$ cat src/rtl/gcn_seq_engine_if.sv
// Handshake and memory bus bundle for gcn_seq_engine: edge input, feature/weight reads, result output.
interface gcn_seq_engine_if #(
  parameter int N_NODES = 6,
  parameter int N_FEAT  = 96,
  parameter int N_CLASS = 3,
  parameter int BW      = 5,
  parameter int LANES   = 8
);
  localparam int CH  = N_FEAT / LANES;
  localparam int NW  = $clog2(N_NODES + 1);
  localparam int NDW = $clog2(N_NODES);
  localparam int CLW = $clog2(N_CLASS);
  localparam int CHW = (CH > 1) ? $clog2(CH) : 1;

  logic                  start;
  logic                  edge_valid;
  logic                  edge_ready;
  logic [NW-1:0]         edge_src;
  logic [NW-1:0]         edge_dst;
  logic                  rd_en;
  logic [NDW-1:0]        rd_node;
  logic [CLW-1:0]        rd_class;
  logic [CHW-1:0]        rd_chunk;
  logic [LANES*BW-1:0]   fm_rdata;
  logic [LANES*BW-1:0]   wm_rdata;
  logic                  y_valid;
  logic                  y_ready;
  logic [NDW-1:0]        y_node;
  logic [CLW-1:0]        y_class;
  logic                  busy;
  logic                  done;
  logic                  edge_err;

  modport slave (
    input  start, edge_valid, edge_src, edge_dst, fm_rdata, wm_rdata, y_ready,
    output edge_ready, rd_en, rd_node, rd_class, rd_chunk, y_valid, y_node, y_class,
           busy, done, edge_err
  );

  modport master (
    output start, edge_valid, edge_src, edge_dst, fm_rdata, wm_rdata, y_ready,
    input  edge_ready, rd_en, rd_node, rd_class, rd_chunk, y_valid, y_node, y_class,
           busy, done, edge_err
  );
endinterface

$ cat src/rtl/gcn_seq_engine.sv
// Sequential single-layer GCN classifier: COO edges -> X*W transform -> A*T aggregation -> per-node argmax.
// Optional macro GCN_SELF_LOOP_EN seeds the adjacency diagonal at job start (A+I aggregation).
module gcn_seq_engine #(
  parameter int N_NODES = 6,
  parameter int N_FEAT  = 96,
  parameter int N_CLASS = 3,
  parameter int BW      = 5,
  parameter int N_EDGES = 6,
  parameter int LANES   = 8
) (
  input  logic            clk,
  input  logic            rst_n,
  gcn_seq_engine_if.slave bus
);
  localparam int CH    = N_FEAT / LANES;
  localparam int NW    = $clog2(N_NODES + 1);
  localparam int NDW   = $clog2(N_NODES);
  localparam int CLW   = $clog2(N_CLASS);
  localparam int CHW   = (CH > 1) ? $clog2(CH) : 1;
  localparam int ECW   = $clog2(N_EDGES + 1);
  localparam int ACC_W = 2 * BW + $clog2(N_FEAT + 1);
  localparam int OW    = ACC_W + $clog2(N_NODES + 1);

  typedef enum logic [2:0] {IDLE, EDGES, XFORM, AGG, OUT} state_t;

  state_t state_q, state_d;

  logic [N_NODES-1:0] adj_q [N_NODES];
  logic [ACC_W-1:0]   t_q   [N_NODES][N_CLASS];
  logic [CLW-1:0]     cls_q [N_NODES];

  logic [ECW-1:0] edgeCnt_q;
  logic [NDW-1:0] rdNode_q, aggNode_q, outNode_q, pendNode_q;
  logic [CLW-1:0] rdClass_q, pendClass_q;
  logic [CHW-1:0] rdChunk_q;
  logic           issueDone_q, pend_q, pendLast_q, edgeErr_q, done_q;

  logic           startHit, edgeFire, edgeLegal, lastEdge;
  logic           rdFire, lastChunk, lastClass, lastRead;
  logic           aggLast, outLast, yFire;
  logic [NDW-1:0] srcIdx, dstIdx;
  logic [ACC_W-1:0] dot;
  logic [OW-1:0]    oRow [N_CLASS];
  logic [OW-1:0]    best;
  logic [CLW-1:0]   bestIdx;

  assign startHit  = bus.start && (state_q == IDLE);
  assign edgeFire  = bus.edge_valid && (state_q == EDGES);
  assign edgeLegal = (bus.edge_src != '0) && (bus.edge_src <= NW'(N_NODES)) &&
                     (bus.edge_dst != '0) && (bus.edge_dst <= NW'(N_NODES));
  assign srcIdx    = NDW'(bus.edge_src - NW'(1));
  assign dstIdx    = NDW'(bus.edge_dst - NW'(1));
  assign lastEdge  = (edgeCnt_q == ECW'(N_EDGES - 1));
  assign rdFire    = (state_q == XFORM) && !issueDone_q;
  assign lastChunk = (rdChunk_q == CHW'(CH - 1));
  assign lastClass = (rdClass_q == CLW'(N_CLASS - 1));
  assign lastRead  = lastChunk && lastClass && (rdNode_q == NDW'(N_NODES - 1));
  assign aggLast   = (aggNode_q == NDW'(N_NODES - 1));
  assign outLast   = (outNode_q == NDW'(N_NODES - 1));
  assign yFire     = (state_q == OUT) && bus.y_ready;

  // Lane-parallel dot product of the returned feature and weight chunks.
  always_comb begin
    dot = '0;
    for (int l = 0; l < LANES; l++) begin
      dot = dot + ACC_W'(bus.fm_rdata[l*BW +: BW]) * ACC_W'(bus.wm_rdata[l*BW +: BW]);
    end
  end

  // One aggregated row per cycle; strict '>' keeps the lowest class on ties.
  always_comb begin
    for (int j = 0; j < N_CLASS; j++) begin
      oRow[j] = '0;
      for (int k = 0; k < N_NODES; k++) begin
        if (adj_q[aggNode_q][k]) oRow[j] = oRow[j] + OW'(t_q[k][j]);
      end
    end
    best    = oRow[0];
    bestIdx = '0;
    for (int j = 1; j < N_CLASS; j++) begin
      if (oRow[j] > best) begin
        best    = oRow[j];
        bestIdx = CLW'(j);
      end
    end
  end

  always_ff @(posedge clk or negedge rst_n) begin
    if (!rst_n) state_q <= IDLE;
    else        state_q <= state_d;
  end

  always_comb begin
    state_d        = state_q;
    bus.edge_ready = 1'b0;
    bus.y_valid    = 1'b0;
    bus.y_class    = '0;
    case (state_q)
      IDLE:  if (bus.start) state_d = EDGES;
      EDGES: begin
        bus.edge_ready = 1'b1;
        if (edgeFire && lastEdge) state_d = XFORM;
      end
      XFORM: if (pend_q && pendLast_q) state_d = AGG;
      AGG:   if (aggLast) state_d = OUT;
      OUT: begin
        bus.y_valid = 1'b1;
        bus.y_class = cls_q[outNode_q];
        if (bus.y_ready && outLast) state_d = IDLE;
      end
      default: state_d = IDLE;
    endcase
    bus.rd_en    = rdFire;
    bus.rd_node  = rdNode_q;
    bus.rd_class = rdClass_q;
    bus.rd_chunk = rdChunk_q;
    bus.y_node   = outNode_q;
    bus.busy     = (state_q != IDLE);
    bus.done     = done_q;
    bus.edge_err = edgeErr_q;
  end

  always_ff @(posedge clk or negedge rst_n) begin
    if (!rst_n) begin
      for (int i = 0; i < N_NODES; i++) begin
        adj_q[i] <= '0;
        cls_q[i] <= '0;
        for (int j = 0; j < N_CLASS; j++) t_q[i][j] <= '0;
      end
      edgeCnt_q   <= '0;
      rdNode_q    <= '0;
      rdClass_q   <= '0;
      rdChunk_q   <= '0;
      aggNode_q   <= '0;
      outNode_q   <= '0;
      pendNode_q  <= '0;
      pendClass_q <= '0;
      issueDone_q <= 1'b0;
      pend_q      <= 1'b0;
      pendLast_q  <= 1'b0;
      edgeErr_q   <= 1'b0;
      done_q      <= 1'b0;
    end else begin
      done_q      <= yFire && outLast;
      pend_q      <= rdFire;
      pendLast_q  <= rdFire && lastRead;
      pendNode_q  <= rdNode_q;
      pendClass_q <= rdClass_q;

      if (startHit) begin
        for (int i = 0; i < N_NODES; i++) begin
`ifdef GCN_SELF_LOOP_EN
          adj_q[i] <= N_NODES'(1) << i;
`else
          adj_q[i] <= '0;
`endif
          cls_q[i] <= '0;
          for (int j = 0; j < N_CLASS; j++) t_q[i][j] <= '0;
        end
        edgeCnt_q   <= '0;
        aggNode_q   <= '0;
        outNode_q   <= '0;
        issueDone_q <= 1'b0;
        edgeErr_q   <= 1'b0;
      end

      // Illegal endpoints still consume an edge slot so the job length stays fixed.
      if (edgeFire) begin
        edgeCnt_q <= lastEdge ? '0 : edgeCnt_q + ECW'(1);
        if (edgeLegal) begin
          adj_q[srcIdx][dstIdx] <= 1'b1;
          adj_q[dstIdx][srcIdx] <= 1'b1;
        end else begin
          edgeErr_q <= 1'b1;
        end
      end

      if (rdFire) begin
        if (lastChunk) begin
          rdChunk_q <= '0;
          if (lastClass) begin
            rdClass_q <= '0;
            rdNode_q  <= lastRead ? '0 : rdNode_q + NDW'(1);
          end else begin
            rdClass_q <= rdClass_q + CLW'(1);
          end
        end else begin
          rdChunk_q <= rdChunk_q + CHW'(1);
        end
        if (lastRead) issueDone_q <= 1'b1;
      end

      if (pend_q && (state_q == XFORM))
        t_q[pendNode_q][pendClass_q] <= t_q[pendNode_q][pendClass_q] + dot;

      if (state_q == AGG) begin
        cls_q[aggNode_q] <= bestIdx;
        aggNode_q        <= aggLast ? '0 : aggNode_q + NDW'(1);
      end

      if (yFire) outNode_q <= outLast ? '0 : outNode_q + NDW'(1);
    end
  end
endmodule

$ cat src/flat_wrapper.sv
// flat-port wrapper written by rule: the top's interface ports become plain ports
module gcn_seq_engine_flat 
#(
  parameter int N_NODES = 6,
  parameter int N_FEAT  = 96,
  parameter int N_CLASS = 3,
  parameter int BW      = 5,
  parameter int N_EDGES = 6,
  parameter int LANES   = 8
)
  (clk, rst_n, bus_start, bus_edge_valid, bus_edge_src, bus_edge_dst, bus_fm_rdata, bus_wm_rdata, bus_y_ready, bus_edge_ready, bus_rd_en, bus_rd_node, bus_rd_class, bus_rd_chunk, bus_y_valid, bus_y_node, bus_y_class, bus_busy, bus_done, bus_edge_err);
  gcn_seq_engine_if #(.N_NODES(N_NODES), .N_FEAT(N_FEAT), .N_CLASS(N_CLASS), .BW(BW), .LANES(LANES)) bus_i ();
  input  logic clk;
  input  logic rst_n;
  input wire logic [$bits(bus_i.start)-1:0] bus_start;
  input wire logic [$bits(bus_i.edge_valid)-1:0] bus_edge_valid;
  input wire logic [$bits(bus_i.edge_src)-1:0] bus_edge_src;
  input wire logic [$bits(bus_i.edge_dst)-1:0] bus_edge_dst;
  input wire logic [$bits(bus_i.fm_rdata)-1:0] bus_fm_rdata;
  input wire logic [$bits(bus_i.wm_rdata)-1:0] bus_wm_rdata;
  input wire logic [$bits(bus_i.y_ready)-1:0] bus_y_ready;
  output wire logic [$bits(bus_i.edge_ready)-1:0] bus_edge_ready;
  output wire logic [$bits(bus_i.rd_en)-1:0] bus_rd_en;
  output wire logic [$bits(bus_i.rd_node)-1:0] bus_rd_node;
  output wire logic [$bits(bus_i.rd_class)-1:0] bus_rd_class;
  output wire logic [$bits(bus_i.rd_chunk)-1:0] bus_rd_chunk;
  output wire logic [$bits(bus_i.y_valid)-1:0] bus_y_valid;
  output wire logic [$bits(bus_i.y_node)-1:0] bus_y_node;
  output wire logic [$bits(bus_i.y_class)-1:0] bus_y_class;
  output wire logic [$bits(bus_i.busy)-1:0] bus_busy;
  output wire logic [$bits(bus_i.done)-1:0] bus_done;
  output wire logic [$bits(bus_i.edge_err)-1:0] bus_edge_err;
  assign bus_i.start = bus_start;
  assign bus_i.edge_valid = bus_edge_valid;
  assign bus_i.edge_src = bus_edge_src;
  assign bus_i.edge_dst = bus_edge_dst;
  assign bus_i.fm_rdata = bus_fm_rdata;
  assign bus_i.wm_rdata = bus_wm_rdata;
  assign bus_i.y_ready = bus_y_ready;
  assign bus_edge_ready = bus_i.edge_ready;
  assign bus_rd_en = bus_i.rd_en;
  assign bus_rd_node = bus_i.rd_node;
  assign bus_rd_class = bus_i.rd_class;
  assign bus_rd_chunk = bus_i.rd_chunk;
  assign bus_y_valid = bus_i.y_valid;
  assign bus_y_node = bus_i.y_node;
  assign bus_y_class = bus_i.y_class;
  assign bus_busy = bus_i.busy;
  assign bus_done = bus_i.done;
  assign bus_edge_err = bus_i.edge_err;
  gcn_seq_engine #(.N_NODES(N_NODES), .N_FEAT(N_FEAT), .N_CLASS(N_CLASS), .BW(BW), .N_EDGES(N_EDGES), .LANES(LANES)) u_core (.clk(clk), .rst_n(rst_n), .bus(bus_i));
endmodule
$ cat config.mk
export PLATFORM = sky130hd
export DESIGN_NAME = gcn_seq_engine_flat
export DESIGN_NICKNAME = d
export VERILOG_FILES = /design/src/rtl/gcn_seq_engine_if.sv /design/src/rtl/gcn_seq_engine.sv /design/src/flat_wrapper.sv
export SDC_FILE = /design/constraint.sdc
export NUM_CORES = 2
export LEC_CHECK = 0
export BUFFER_PORTS_ARGS = -buffer_cell sky130_fd_sc_hd__buf_2
export CAP_MARGIN = 30
export CORE_MARGIN = 5
export CORE_UTILIZATION = 60
export DETAILED_ROUTE_END_ITERATION = 10
export GPL_ROUTABILITY_DRIVEN = 0
export PLACE_DENSITY = 0.82
export SETUP_SLACK_MARGIN = 0.1
export SLEW_MARGIN = 20
export SYNTH_ARGS = -nofsm -noshare
export SYNTH_HDL_FRONTEND = slang
export SYNTH_SLANG_ARGS = --single-unit
$ cat constraint.sdc
create_clock -name clk -period 16.7 [get_ports clk]
set_input_delay 0 -clock clk [delete_from_list [all_inputs] [get_ports clk]]
set_output_delay 0 -clock clk [all_outputs]
set_load 0.05 [all_outputs]
* Word-level counts from Yosys, hierarchy flattened *
Index checks and enable logic that the tools add are counted.

storage, ports and cells
  flip-flop bits (word level) = 385
  output and inout bits = 20
  word-level logic and storage cells = 239

operators by class
  $add $sub $neg = 31
  multipliers = 8
  $lt $le $gt $ge = 19
  equality and inequality tests = 15
  multiplexer cells = 81
  bitwise logic cells = 8
  reduce and logical (&&, ||, !) cells = 33

operators with widths
  cell                                                       count
  two-way mux 306 bit                                        2
  two-way mux 20 bit                                         16
  bitwise mux 306 bit                                        1
  adder 20 x 17 -> 20 bit                                    12
  binary-select mux 51 bit (select 3 bit)                    1
  demux 51 bit (select 3 bit)                                1
  two-way mux 51 bit                                         3
  two-way mux 36 bit                                         3
  adder 17 x 10 -> 17 bit                                    6
  two-way mux 17 bit                                         6
  multiplier 5 x 5 -> 10 bit                                 8
  bitwise OR 36 bit                                          2
  adder 17 x 17 -> 18 bit                                    3
  greater-than comparator 20 bit                             2
  two-way mux 3 bit                                          13
  demux 6 bit (select 3 bit)                                 2
  binary-select mux 17 bit (select 2 bit)                    1
  demux 17 bit (select 2 bit)                                1
  two-way mux 12 bit                                         2
  two-way mux 6 bit                                          4
  logical AND 1 bit                                          22
  greater-or-equal comparator 4 bit (second input constant)  5
  NOT 3 -> 4 bit                                             5
  binary-select mux 6 bit (select 3 bit)                     1
  35 further kinds                                           73

* Depth between registers and ports, before layout *
  depth after elaboration = 21
  gate-level depth with buffers = 76
  gate-level depth less buffers = 73

* Least setup slack after synthesis *
OpenSTA, ideal clock, no wires.

  path type = reg2reg
  start point = register u_core.aggNode_q[2]
  end point = register u_core.cls_q[4] in the netlist's numbering
  setup time = 0.084 ns
  arrival time = 12.808 ns
  setup slack = 3.808 ns
  cell stages (with the launch flop) = 68
  path buffers = 7
  cell sequence = dfrtp_1 > buf_6 > mux2_1 > a222oi_1 > buf_4 > buf_2 > clkbuf_1 > clkbuf_1 > nor2b_1 > ha_1 > a21o_1 > a21oi_1 > a21boi_0 > or3_1 > nand3_1 > nand2_1 > ha_1 > nand2_1 > (+32 left out) > nor2_1 > nand3_1 > nor2_1 > a2111oi_0 > a21oi_1 > clkbuf_1 > clkbuf_1 > nand2_1 > o221ai_1 > ha_1 > and3_1 > a221o_1 > a21o_1 > a21oi_1 > o221ai_1 > o22ai_1 > nand2_1 > o21ai_0

on the way
  longest elaborated chain between the ends = 21

ends and longest elaborated chain
  what                                                  RTL line                                     text
  start: declaration                                    gcn_seq_engine.sv:33                         logic [NDW-1:0] rdNode_q, aggNode_q, outNode_q, pendNode_q;
  start signal: assignment                              gcn_seq_engine.sv:198                        aggNode_q <= aggLast ? '0 : aggNode_q + NDW'(1);
  NOT 3 -> 4 bit (implied by the code) (*)              gcn_seq_engine.sv:75, gcn_seq_engine.sv:197
  binary-select mux 6 bit (select 3 bit)                gcn_seq_engine.sv:75                         if (adj_q[aggNode_q][k]) oRow[j] = oRow[j] + OW'(t_q[k][j]);
  two-way mux 6 bit (implied by the code) (2 in a row)  gcn_seq_engine.sv:75
  two-way mux 17 bit                                    gcn_seq_engine.sv:75
  adder 17 x 17 -> 18 bit                               gcn_seq_engine.sv:75
  two-way mux 20 bit                                    gcn_seq_engine.sv:75
  adder 20 x 17 -> 20 bit                               gcn_seq_engine.sv:75
  two-way mux 20 bit                                    gcn_seq_engine.sv:75
  (+4 left out)                                         -
  adder 20 x 17 -> 20 bit                               gcn_seq_engine.sv:75
  two-way mux 20 bit                                    gcn_seq_engine.sv:75
  greater-than comparator 20 bit                        gcn_seq_engine.sv:81                         if (oRow[j] > best) begin
  two-way mux 20 bit                                    gcn_seq_engine.sv:81
  greater-than comparator 20 bit                        gcn_seq_engine.sv:81
  two-way mux 2 bit                                     gcn_seq_engine.sv:81
  bitwise mux 12 bit (*)                                gcn_seq_engine.sv:197                        cls_q[aggNode_q] <= bestIdx;
  two-way mux 12 bit (*)                                gcn_seq_engine.sv:196                        if (state_q == AGG) begin
  end signal: indexed assignment                        gcn_seq_engine.sv:197
  end: declaration                                      gcn_seq_engine.sv:30                         logic [CLW-1:0] cls_q [N_NODES];

Every way passes the cells marked *; elsewhere a longest branch is shown, timed or not. The select of a mux whose other input is x is not followed.
A chain may end at the register's enable or synchronous reset.

* Worst setup path in the final report *
Ends and elaborated chain as after synthesis.

==> impl_metrics.toml <==
[synthesis]
synth_top_family_by_area = "adder cells"
synthAdderAreaFrac_pct = 22.3
synth-simple-area-share_pct = 18.5
yosys_warnings = 0
postSynthCellCount = 5008
ys_seq_area_share_pct = 23.2
synthesis.nets = 5720
avgSynthCellArea_um2 = 8.28
muxShareOfSynthArea_pct = 4.59
synth.ff_latch_count = 385
synth_edf_count = 0
synth_top_area_share_pct = 23.2
synth_cell_types = 92
syn-cell-area_um2 = 41500
ys_async_sr_fraction_pct = 100
ys.flop_type = "dfrtp_1"
yosysTopAreaCell = "dfrtp_1"
synth_xor_area_share_pct = 4.50
synth_area_leaders = "dfrtp_1, ha_1, fa_1"
synth_compound_area_share_pct = 21.2

[grt]
grt_pass1_wl_um = 208000
antenna_found_initial = 1
grt_pass1_vias = 37800
grt_max_degree = 118
grt_overflow = 0
track_usage_pct = 34.9

[critical_path]
arrival_ns = 15.97
cp_max_fo = 18
critPathKind = "reg -> reg"
critPathLaunchType = "register"
worstPathRequired_ns = 17.22
cp_common_cell = "ha_1"
slowest_stage = "dfrtp_1"
rrSetupSlack_ns = 1.25
cpPeakStageDelay_ns = 0.89
endpoint_kind = "register"

[final_layout]
register_area_um2 = 9640
syn2layout_area_growth_pct = 8.80
multi_input_area_um2 = 29700
fin_util_pct = 65.8
fillers = 5543
drive_gt1_share_pct = 8.37
finalNonFillerCells = 5987
nets = 5727

[sta]
hold_viol = 0
setup_slack_ns = 1.25
finClkSkew_ns = 0.0356
setup_viol = 0
fmaxAchievable_mhz = 64.7
tns_ns = 0
rsz0062_at_grt = "false"
drv_slew = 0
slew_headroom_pct = 27.7
worst_slew_pin_slew_ns = 1.08
period_needed_ns = 15.45
fin_crit_sh_pct = 92.5

[floorplanning]
start_util_pct = 60.4
fp.dieW_um = 273
die_area_um2 = 74400
rows = 96
die_h_um = 273
core_um2 = 68600
ioPinCount = 111

[clock_network]
clockBufferDepth = 3
cts_made_buffers = 47
clk_pin_slew_ns = 0.07
h-tree-depth = 2
cts_resized = 0
cts_root_buf = "clkbuf_16"
clock_latency_ns = 0.62
cts_sinks = 385
cts_tree = "built"

[route]
first_pass_iters = 7
final_antenna_net_count = 0
vias = 39700
via_per_inst = 6.62
drc = 0
drt-total-wl_um = 134000
drt_iter0_drc = 4796
wire_per_inst_um = 22.4

[place]
pre_cts_ws_ns = 1.76
port_buffers = 110
dp_cells = 5873
dpl.hpwl_um = 99400

[worst_hold_path]
hold_path_class = "in -> reg"

[run]
max_cap_violations = 0

[run_status]
status = "finished clean"
## placed cells by master, fill, tap and decap left out, drive strengths merged, types with 36 or more instances in the layout
cell type and instances:
inv 382, a22oi 55, clkbuf 64, xnor2 139, nand2 404, xor2 74
a21oi 282, nor2b 89, o21ai 545, a21o 89, a31oi 36, nor3 82
buf 185, nand3 389, mux2i 82, ha 427, nand2b 60, o22ai 80
dfrtp 385, and2 133, nor2 278, mux2 77, fa 194, o21a 56
## worst paths after layout
kind	cells past startpoint	startpoint	to
worst max-delay path	66	u_core.aggNode_q[2]$_DFFE_PN0P_	u_core.cls_q[4]$_DFF_PN0_
worst min-delay path	6	bus_edge_src[2]	u_core.adj_q[26]$_DFF_PN0_
worst max register to register	66	u_core.aggNode_q[2]$_DFFE_PN0P_	u_core.cls_q[4]$_DFF_PN0_
worst min register to register	0	u_core.bus.rd_node[2]$_DFFE_PN0P_	u_core.pendNode_q[2]$_DFF_PN0_
max in group asynchronous	7	rst_n	u_core.t_q[183]$_DFF_PN0_
min in group asynchronous	2	rst_n	u_core.adj_q[14]$_DFF_PN0_
## metal layers
layer,GRT usage (%),wire length [µm]
met5,0,0
met1,45.6,50800
met4,19.3,9440
met2,52.6,57200
met3,9.68,16800
## timing repair
action                    in CTS  in global routing
setup buffers                  0                  0
hold buffers                  15                  0
hold endpoints to repair     148                  0
## sequential cells by signal, summed over array words and instances, names as in the netlist, 2 cells and up
register             cells
u_core.t_q             306
u_core.pendNode_q        3
u_core.bus.rd_node       3
u_core.bus.rd_chunk      4
u_core.edgeCnt_q         3
u_core.state_q           3
u_core.adj_q            36
u_core.pendClass_q       2
u_core.aggNode_q         3
u_core.bus.rd_class      2
u_core.bus.y_node        3
u_core.cls_q            12
## cells in the mapped netlist (all sizes together), types with 14 or more instances
| master | number |
|---|---|
| o21ai | 545 |
| ha | 427 |
| nand2 | 404 |
| nand3 | 389 |
| dfrtp | 385 |
| inv | 380 |
| a21oi | 282 |
| nor2 | 278 |
| clkbuf | 197 |
| fa | 194 |
| xnor2 | 139 |
| and2 | 133 |
| a21o | 89 |
| nor2b | 89 |
| mux2i | 82 |
| nor3 | 82 |
| o22ai | 80 |
| mux2 | 77 |
| xor2 | 74 |
| nand2b | 60 |
| o21a | 56 |
| a22oi | 55 |
| buf | 45 |
| a31oi | 36 |
| a211oi | 35 |
| o31ai | 24 |
| or3 | 24 |
| o211ai | 23 |
| o21bai | 22 |
| o221ai | 21 |
| or2 | 20 |
| nor3b | 18 |
| nand4 | 17 |
| a21boi | 15 |
| a41oi | 15 |
| a211o | 14 |
## critical path, delay by kind of cell, from the launching register on
family,cells,cell delay (ns)
compound gates,29,6.78
simple gates,20,3.33
fa+ha+maj,8,2.46
flops,1,0.89
xor+xnor,4,0.69
mux,2,0.66
buf+inv,3,0.55
## cells by family after synthesis
logic type,Yosys count
AO/OA/AOI/OAI,1425
buffers and inverters,622
AND/OR/NAND/NOR,1573
flip-flops,385
multiplexers,168
XOR/XNOR,213
adder cells (fa/ha/maj),622
## cell type report
| type | instances | share of cell area [%] |
|---|---|---|
| Clock inverter | 24 | 0.691 |
| Tap cell | 931 | 2.58 |
| Sequential cell | 385 | 21.4 |
| Timing Repair Buffer | 200 | 3.28 |
| Multi-Input combinational cell | 4001 | 65.9 |
| Antenna cell | 2 | 0.0111 |
| Clock buffer | 64 | 3.04 |
| Inverter | 380 | 3.16 |
## through the flow
stage / area (µm²) / hold WS (ns)
2_1_floorplan: 41500 / -0.296
3_3_place_gp: 42900 / 0.138
4_1_cts: 44900 / 0.00855
3_5_place_dp: 43100 / 0.147
5_1_grt: 45100 / 0.0799
6_report: 45100 / 0.0576
Power is not shown: default switching activity piles up to over one toggle a cycle in this logic, so the estimate is an artifact.
